`src/rtl/uart_mem_dumper.sv`:
```
// Memory-to-UART readback: streams a byte range from a synchronous-read
// memory port out of UART_TXD as 8N1 frames, LSB first.
module uart_mem_dumper #(
   parameter int CLKS_PER_BIT = 10417,
   parameter int ADDR_W       = 10
) (
   input  logic              CLK,
   input  logic              RST_N,
   input  logic              START,
   input  logic [ADDR_W-1:0] BASE_ADDR,
   input  logic [ADDR_W:0]   LENGTH,
   output logic [ADDR_W-1:0] MEM_ADDR,
   input  logic [7:0]        MEM_RDATA,
   output logic              UART_TXD,
   output logic              BUSY,
   output logic              DONE,
   output logic [ADDR_W:0]   SENT
);

   localparam int CW = (CLKS_PER_BIT > 1) ? $clog2(CLKS_PER_BIT) : 1;
   localparam logic [CW-1:0] LAST = CW'(CLKS_PER_BIT - 1);

   typedef enum logic [2:0] {
      S_IDLE,
      S_FETCH,
      S_LOAD,
      S_START_BIT,
      S_DATA_BITS,
      S_STOP_BIT,
      S_FINISH
   } state_t;

   state_t            r_state, w_state_n;
   logic [CW-1:0]     r_cnt, w_cnt_n;
   logic [2:0]        r_bit, w_bit_n;
   logic [7:0]        r_shift, w_shift_n;
   logic [ADDR_W-1:0] r_addr, w_addr_n;
   logic [ADDR_W:0]   r_rem, w_rem_n;
   logic [ADDR_W:0]   r_sent, w_sent_n;
   logic              r_txd, w_txd_n;
   logic              w_tick;

   assign w_tick   = (r_cnt == LAST);
   assign MEM_ADDR = r_addr;
   assign UART_TXD = r_txd;
   assign SENT     = r_sent;
   assign BUSY     = (r_state != S_IDLE);
   assign DONE     = (r_state == S_FINISH);

   always_ff @(posedge CLK or negedge RST_N) begin
      if (!RST_N) begin
         r_state <= S_IDLE;
         r_cnt   <= '0;
         r_bit   <= '0;
         r_shift <= '0;
         r_addr  <= '0;
         r_rem   <= '0;
         r_sent  <= '0;
         r_txd   <= 1'b1;
      end else begin
         r_state <= w_state_n;
         r_cnt   <= w_cnt_n;
         r_bit   <= w_bit_n;
         r_shift <= w_shift_n;
         r_addr  <= w_addr_n;
         r_rem   <= w_rem_n;
         r_sent  <= w_sent_n;
         r_txd   <= w_txd_n;
      end
   end

   always_comb begin
      w_state_n = r_state;
      w_cnt_n   = r_cnt;
      w_bit_n   = r_bit;
      w_shift_n = r_shift;
      w_addr_n  = r_addr;
      w_rem_n   = r_rem;
      w_sent_n  = r_sent;
      w_txd_n   = r_txd;
      unique case (r_state)
         S_IDLE: begin
            w_txd_n = 1'b1;
            if (START) begin
               w_sent_n = '0;
               if (LENGTH != '0) begin
                  w_addr_n  = BASE_ADDR;
                  w_rem_n   = LENGTH;
                  w_state_n = S_FETCH;
               end else begin
                  w_state_n = S_FINISH;
               end
            end
         end
         S_FETCH: w_state_n = S_LOAD;
         S_LOAD: begin
            w_shift_n = MEM_RDATA;
            w_txd_n   = 1'b0;
            w_cnt_n   = '0;
            w_state_n = S_START_BIT;
         end
         S_START_BIT: begin
            if (w_tick) begin
               w_cnt_n   = '0;
               w_bit_n   = '0;
               w_txd_n   = r_shift[0];
               w_state_n = S_DATA_BITS;
            end else begin
               w_cnt_n = r_cnt + CW'(1);
            end
         end
         S_DATA_BITS: begin
            if (w_tick) begin
               w_cnt_n = '0;
               if (r_bit == 3'd7) begin
                  w_txd_n   = 1'b1;
                  w_state_n = S_STOP_BIT;
               end else begin
                  // next bit comes from the pre-shift register's bit 1
                  w_shift_n = {1'b0, r_shift[7:1]};
                  w_txd_n   = r_shift[1];
                  w_bit_n   = r_bit + 3'd1;
               end
            end else begin
               w_cnt_n = r_cnt + CW'(1);
            end
         end
         S_STOP_BIT: begin
            if (w_tick) begin
               w_cnt_n  = '0;
               w_sent_n = r_sent + (ADDR_W+1)'(1);
               w_rem_n  = r_rem - (ADDR_W+1)'(1);
               if (r_rem == (ADDR_W+1)'(1)) begin
                  w_state_n = S_FINISH;
               end else begin
                  w_addr_n  = r_addr + ADDR_W'(1);
                  w_state_n = S_FETCH;
               end
            end else begin
               w_cnt_n = r_cnt + CW'(1);
            end
         end
         S_FINISH: w_state_n = S_IDLE;
         default:  w_state_n = S_IDLE;
      endcase
   end

endmodule

```
`config.mk`:
```
export PLATFORM = sky130hd
export DESIGN_NAME = uart_mem_dumper
export DESIGN_NICKNAME = d
export VERILOG_FILES = /design/src/rtl/uart_mem_dumper.sv
export SDC_FILE = /design/constraint.sdc
export NUM_CORES = 1
export LEC_CHECK = 0
export CAP_MARGIN = 20
export CORE_MARGIN = 2
export CORE_UTILIZATION = 45
export DETAILED_ROUTE_END_ITERATION = 7
export GPL_TIMING_DRIVEN = 0
export PLACE_DENSITY = 0.71
export SLEW_MARGIN = 20
export SYNTH_ARGS = -nofsm -noshare
export SYNTH_HDL_FRONTEND = slang
export SYNTH_SLANG_ARGS = --single-unit
export TNS_END_PERCENT = 100
```
`constraint.sdc`:
```
create_clock -name CLK -period 3.7 [get_ports CLK]
set_input_delay 0.74 -clock CLK [delete_from_list [all_inputs] [get_ports CLK]]
set_output_delay 0.74 -clock CLK [all_outputs]
set_load 0.01 [all_outputs]
```
==> reports/qor.yml, run 1 <==
critical_path:
  endpoint: "BUSY"
  worst-setup-path-type: "reg -> out"
  path_max_fanout: 9
  arrival_ns: 2.11
  start_kind: "register"
  reg2reg_depth: 7
  required_ns: 2.96
  r2r_slack_ns: 0.87
  r2r_start: "r_rem[1]$_DFFE_PN0P_"
  endpoint_kind: "primary output"
  cp-startpoint: "r_state[0]$_DFFE_PN0P_"
  r2r_end: "MEM_ADDR[7]$_DFFE_PN0P_"
synth:
  yosys.area.top_type: "dfrtp_1"
  syn_inst: 425
  ys_warn_count: 0
  async_reset_ff_share_pct: 100
  netlist_area_sq_um: 3640
  synthTopCellsByCount: "60 x dfrtp_1, 56 x nand2_1, 41 x o21ai_0"
  syn_nets: 465
  synth-seq-cells: 61
  synth.most_common_cell: "dfrtp_1"
  synth_seq_area_share_pct: 41.9
  yosys.area.top_type_share_pct: 41.2
  synth_area_leaders: "dfrtp_1 41%, nand2_1 5.8%, o21ai_0 5.6%"
  yosysUniqueCellTypes: 61
  synth_edf_count: 0
  synth.avg_cell_area_sq_um: 8.57
  synth_ff_type: "dfrtp_1"
placed_design:
  io_buffers: 55
  gp_congestion: 0.913
  hpwlAfterDp_mm: 7.06
power_and_ir_drop:
  power_leakage_uw: 0.00186
  cellPowerDensity_nw_per_um2: 382
  p_total_uw: 1730
  ir_drop_mv: 0.264
floorplan:
  die-area_sq_um: 8830
  ioPinCount: 56
  rows: 32
  core-area_sq_um: 7770
  initial_core_util_pct: 46.9
  die_x_um: 94.0
  die_y_um: 94.0
route:
  routed_wl_mm: 9.74
  via_per_inst: 6.01
  first_iter_violations: 239
  drcViolationCount: 0
  wire_per_inst_um: 16.3
  ant_nets: 0
  vias: 3591
  firstDrtPassIters: 5
sta:
  rsz0062_at_grt: "false"
  setup_viol: 0
  fin_skew_ns: 0.00936
  hold_viol: 0
  drv_slew: 0
  fmax_mhz: 351
  period_needed_ns: 2.85
  relSlewSlack_pct: 49.2
  tightest_slew_ns: 0.757
  fin_crit_sh_pct: 76.9
global_routing:
  grt.total_usage_pct: 23.2
  grt_max_degree: 44
  grt_first_pass_wirelength_mm: 16.4
  antenna_found_initial: 0
  grt_remaining_overflow: 0
  grt_pass1_vias: 3475
clock_network:
  cts_resized: 0
  cts_tree: "done"
  cts_hold_buffers: 0
  cts_sinks: 61
  htree_num_levels: 3
  cts_setup_buffers: 0
  clk_pin_slew_ns: 0.07
  cts_buffers: 9
  cts_root_buf: "clkbuf_8"
  clock_latency_ns: 0.35
  cts.path.max_buffers: 2
outcome:
  run_status: "complete, no violations"
finish:
  nNetsFinal: 532
  drive_gt1_share_pct: 8.87
  area_growth_pct: 24.2
  antennaDiodeCount: 0
  utilization_pct: 58.2
min_path:
  hp-class: "in -> async"
flow_run:
  cap_violations: 0
## area by class of cell
cell class	count	area [sq um]
repair buffers	56	576
flip-flops and latches	61	1530
inverters	14	52.6
clock buffers	14	173
plain buffers	19	78.8
multi-input cells	331	1980
clock inverters	1	5.00
well taps	102	128
fillers	722	3240
## metrics by stage
step                worst slack (ns)  hold slack [ns]  setup TNS (ns)  instance area (sq um)  instances
finish                         0.855            0.272               0                   4520        598
global route                   0.598            0.288               0                   4520        598
CTS                            0.862            0.273               0                   4520        598
detailed placement             0.578            0.488               0                   4350        583
global placement              -0.159            0.488           -9.26                   4320        582
floorplan                       1.37            0.444               0                   3640        425
## critical path: stages (launching register included)
cell and delay (ns):
dfrtp_1 0.36, clkbuf_1 0.21, nor3_1 0.46, inv_1 0.21
clkdlybuf4s50_1 0.52
## flip-flops by register name, summed over array words and instances, names as in the netlist
register  count
UART_TXD      1
r_state       3
r_cnt        14
r_shift       8
SENT         11
r_rem        11
MEM_ADDR     10
r_bit         3
## cells by family after synthesis
family	count (synthesis)	synth area share, %
AND/OR/NAND/NOR	187	26.8
AO/OA/AOI/OAI	122	20.9
flip-flops	61	41.9
buffers and inverters	33	3.61
multiplexers	10	3.06
adder cells (fa/ha/maj)	8	2.75
XOR/XNOR	4	0.962
## cells in the final DEF (no fill, tap or decap), drive strengths merged, types with 2 or more instances in the layout
cell type / n
and2: 4
or4b: 4
o22ai: 2
o21a: 2
nand2: 56
nor4: 10
nand3: 24
nor2b: 3
nand2b: 3
nand3b: 2
a32oi: 2
nor3b: 4
a31oi: 8
a21o: 5
o211ai: 7
a21oi: 28
xor2: 3
mux2: 9
a22o: 8
or4: 3
clkbuf: 27
o311ai: 4
and3: 8
ha: 8
nor3: 15
nor2: 33
or2: 3
o21ai: 43
or3: 7
inv: 14
nand4: 6
dfrtp: 60
clkdlybuf4s50: 54
buf: 8
a211oi: 2
## power by group
part           switching, uW  total, uW  internal [uW]  leakage [uW]
Combinational            138        307            169       0.00101
Sequential               104        869            765      0.000757
Clock                    259        553            294     0.0000926
## worst min-delay path by stage
stage | start | endpoint | slack (ns) | depth (start not counted)
floorplan | RST_N | MEM_ADDR[0]$_DFFE_PN0P_ | 0.44 | 0
global placement | r_cnt[12]$_DFFE_PN0P_ | r_cnt[12]$_DFFE_PN0P_ | 0.49 | 1
detailed placement | r_bit[2]$_DFFE_PN0P_ | r_bit[2]$_DFFE_PN0P_ | 0.49 | 1
CTS | RST_N | SENT[3]$_DFFE_PN0P_ | 0.27 | 1
global route | RST_N | SENT[0]$_DFFE_PN0P_ | 0.29 | 1
finish | RST_N | SENT[0]$_DFFE_PN0P_ | 0.27 | 1
## routing by layer
layer,part of all wire (%),vias up,track usage [%]
met5,0,-,0
met4,1.2,0,8.21
met3,6.2,14,3.29
met2,48,125,38.3
met1,44,1756,31.2
li1,-,1696,-
Power figures use the tool's default switching activity.
==> run 2, diff against run 1 <==
==> constraint.sdc (replaced) <==
create_clock -name CLK -period 2.67 [get_ports CLK]
set_input_delay 0.534 -clock CLK [delete_from_list [all_inputs] [get_ports CLK]]
set_output_delay 0.534 -clock CLK [all_outputs]
set_load 0.01 [all_outputs]
==> reports/qor.yml, run 2 (synthesis gave the netlist of run 1 again) <==
sta:
  setup_viol: 0
  setup_slack_ns: 0.106
  tightest_slew_ns: 0.768
  drv_slew: 0
  hold_viol: 0
  rsz0062_at_grt: "true"
  fin_skew_ns: 0.00825
  fmax_mhz: 390
  period_needed_ns: 2.56
  fin_crit_sh_pct: 96.0
  relSlewSlack_pct: 48.4
route:
  first_iter_violations: 262
  routed_wl_mm: 9.72
  via_per_inst: 5.94
  ant_nets: 0
  drcViolationCount: 0
  firstDrtPassIters: 6
  wire_per_inst_um: 16.3
  vias: 3551
critical_path:
  worst-setup-path-type: "reg -> out"
  slowest_stage: "clkdlybuf4s50_1"
  path_max_fanout: 9
  cpPeakStageDelay_ns: 0.48
  crit_chain: "clkbuf_1 -> inv_1 -> and3_1 -> clkdlybuf4s50_1"
  endpoint_kind: "primary output"
  start_kind: "register"
  arrival_ns: 2.03
  required_ns: 2.14
floorplan:
  die_x_um: 94.0
  rows: 32
  ioPinCount: 56
  core-area_sq_um: 7770
  die-area_sq_um: 8830
  initial_core_util_pct: 46.9
  die_y_um: 94.0
clock_network:
  cts_buffers: 9
  cts.path.max_buffers: 2
  clock_latency_ns: 0.34
  cts_root_buf: "clkbuf_8"
  clk_pin_slew_ns: 0.07
  cts_hold_buffers: 0
  cts_setup_buffers: 0
  htree_num_levels: 3
  cts_sinks: 61
  cts_resized: 1
  cts_tree: "done"
outcome:
  run_status: "complete, no violations"
finish:
  layout_common_cells: "60 x dfrtp_1, 56 x nand2_1, 54 x clkdlybuf4s50_1"
  seq_area_sq_um: 1530
  antennaDiodeCount: 0
  multi_input_area_sq_um: 2020
  nNetsFinal: 532
  largest_register: "r_cnt"
  largest_reg_flops: 14
  drive_gt1_share_pct: 9.68
  stdcell_count: 598
  area_growth_pct: 25.0
  fin_area_sq_um: 4560
  final_common_cell: "dfrtp_1"
  utilization_pct: 58.7
  nFillCells: 716
placed_design:
  dp.cells: 583
  io_buffers: 55
  dp_slack_ns: -0.246
  gp_congestion: 0.913
  hpwlAfterDp_mm: 7.06
  dpl_cell_area_sq_um: 4350
flow_run:
  cap_violations: 0
power_and_ir_drop:
  ir_drop_mv: 0.366
  cellPowerDensity_nw_per_um2: 525
  power_leakage_uw: 0.00187
global_routing:
  grt_pass1_vias: 3475
  grt.total_usage_pct: 23.2
  grt_remaining_overflow: 0
  grt_first_pass_wirelength_mm: 16.4
  antenna_found_initial: 0
  grt_max_degree: 44
min_path:
  hp-class: "in -> async"
## run 2: report_power, final
| part | total [uW] | internal (uW) | leakage, uW | switching (uW) |
|---|---|---|---|---|
| registers | 1210 | 1060 | 0.000757 | 146 |
| logic | 425 | 235 | 0.00102 | 191 |
| clock network | 761 | 407 | 0.0000926 | 353 |
| total | 2390 | 1700 | 0.00187 | 690 |
## run 2: layout make-up
cell class | count | share of cell area [%]
buffer | 19 | 1.73
multi-input combinational | 331 | 44.2
clock buffer | 14 | 3.79
tap | 102 | 2.80
sequential | 61 | 33.5
inverter | 14 | 1.15
clock inverter | 1 | 0.110
timing repair buffer | 56 | 12.6
## run 2: metrics by stage
stage | hold slack, ns | total power [uW] | TNS (ns)
finish | 0.0676 | 2390 | 0
global route | 0.0820 | 2510 | -0.0265
CTS | 0.0667 | 2410 | 0
detailed placement | 0.436 | 1650 | -2.10
global placement | 0.488 | 1620 | -61.56
floorplan | 0.238 | 1410 | 0
## run 2: path summary, 6_finish.rpt
kind	from	to	slack [ns]	cells past startpoint
worst min register to register	r_cnt[12]$_DFFE_PN0P_	r_cnt[12]$_DFFE_PN0P_	0.50	1
worst min-delay path	RST_N	SENT[0]$_DFFE_PN0P_	0.07	1
max in group asynchronous	RST_N	UART_TXD$_DFFE_PN1P_	2.04	2
worst max-delay path	r_state[0]$_DFFE_PN0P_	DONE	0.11	4
min in group CLK	r_cnt[12]$_DFFE_PN0P_	r_cnt[12]$_DFFE_PN0P_	0.50	1
worst max register to register	r_cnt[10]$_DFFE_PN0P_	r_rem[5]$_DFFE_PN0P_	0.16	6
## run 2: routing by layer
layer | GRT usage [%] | up-vias | part of all wire, %
met2 | 38.3 | 112 | 49
met5 | 0 | - | 0
li1 | - | 1699 | -
met3 | 3.29 | 13 | 5.1
met4 | 8.21 | 0 | 1.4
met1 | 31.2 | 1727 | 45
## run 2: worst max-delay path: cells and delay by family (launching register included)
family | cells | cell delay (ns)
AND/OR/NAND/NOR | 1 | 0.24
buffers and inverters | 3 | 1.12
flip-flops | 1 | 0.32
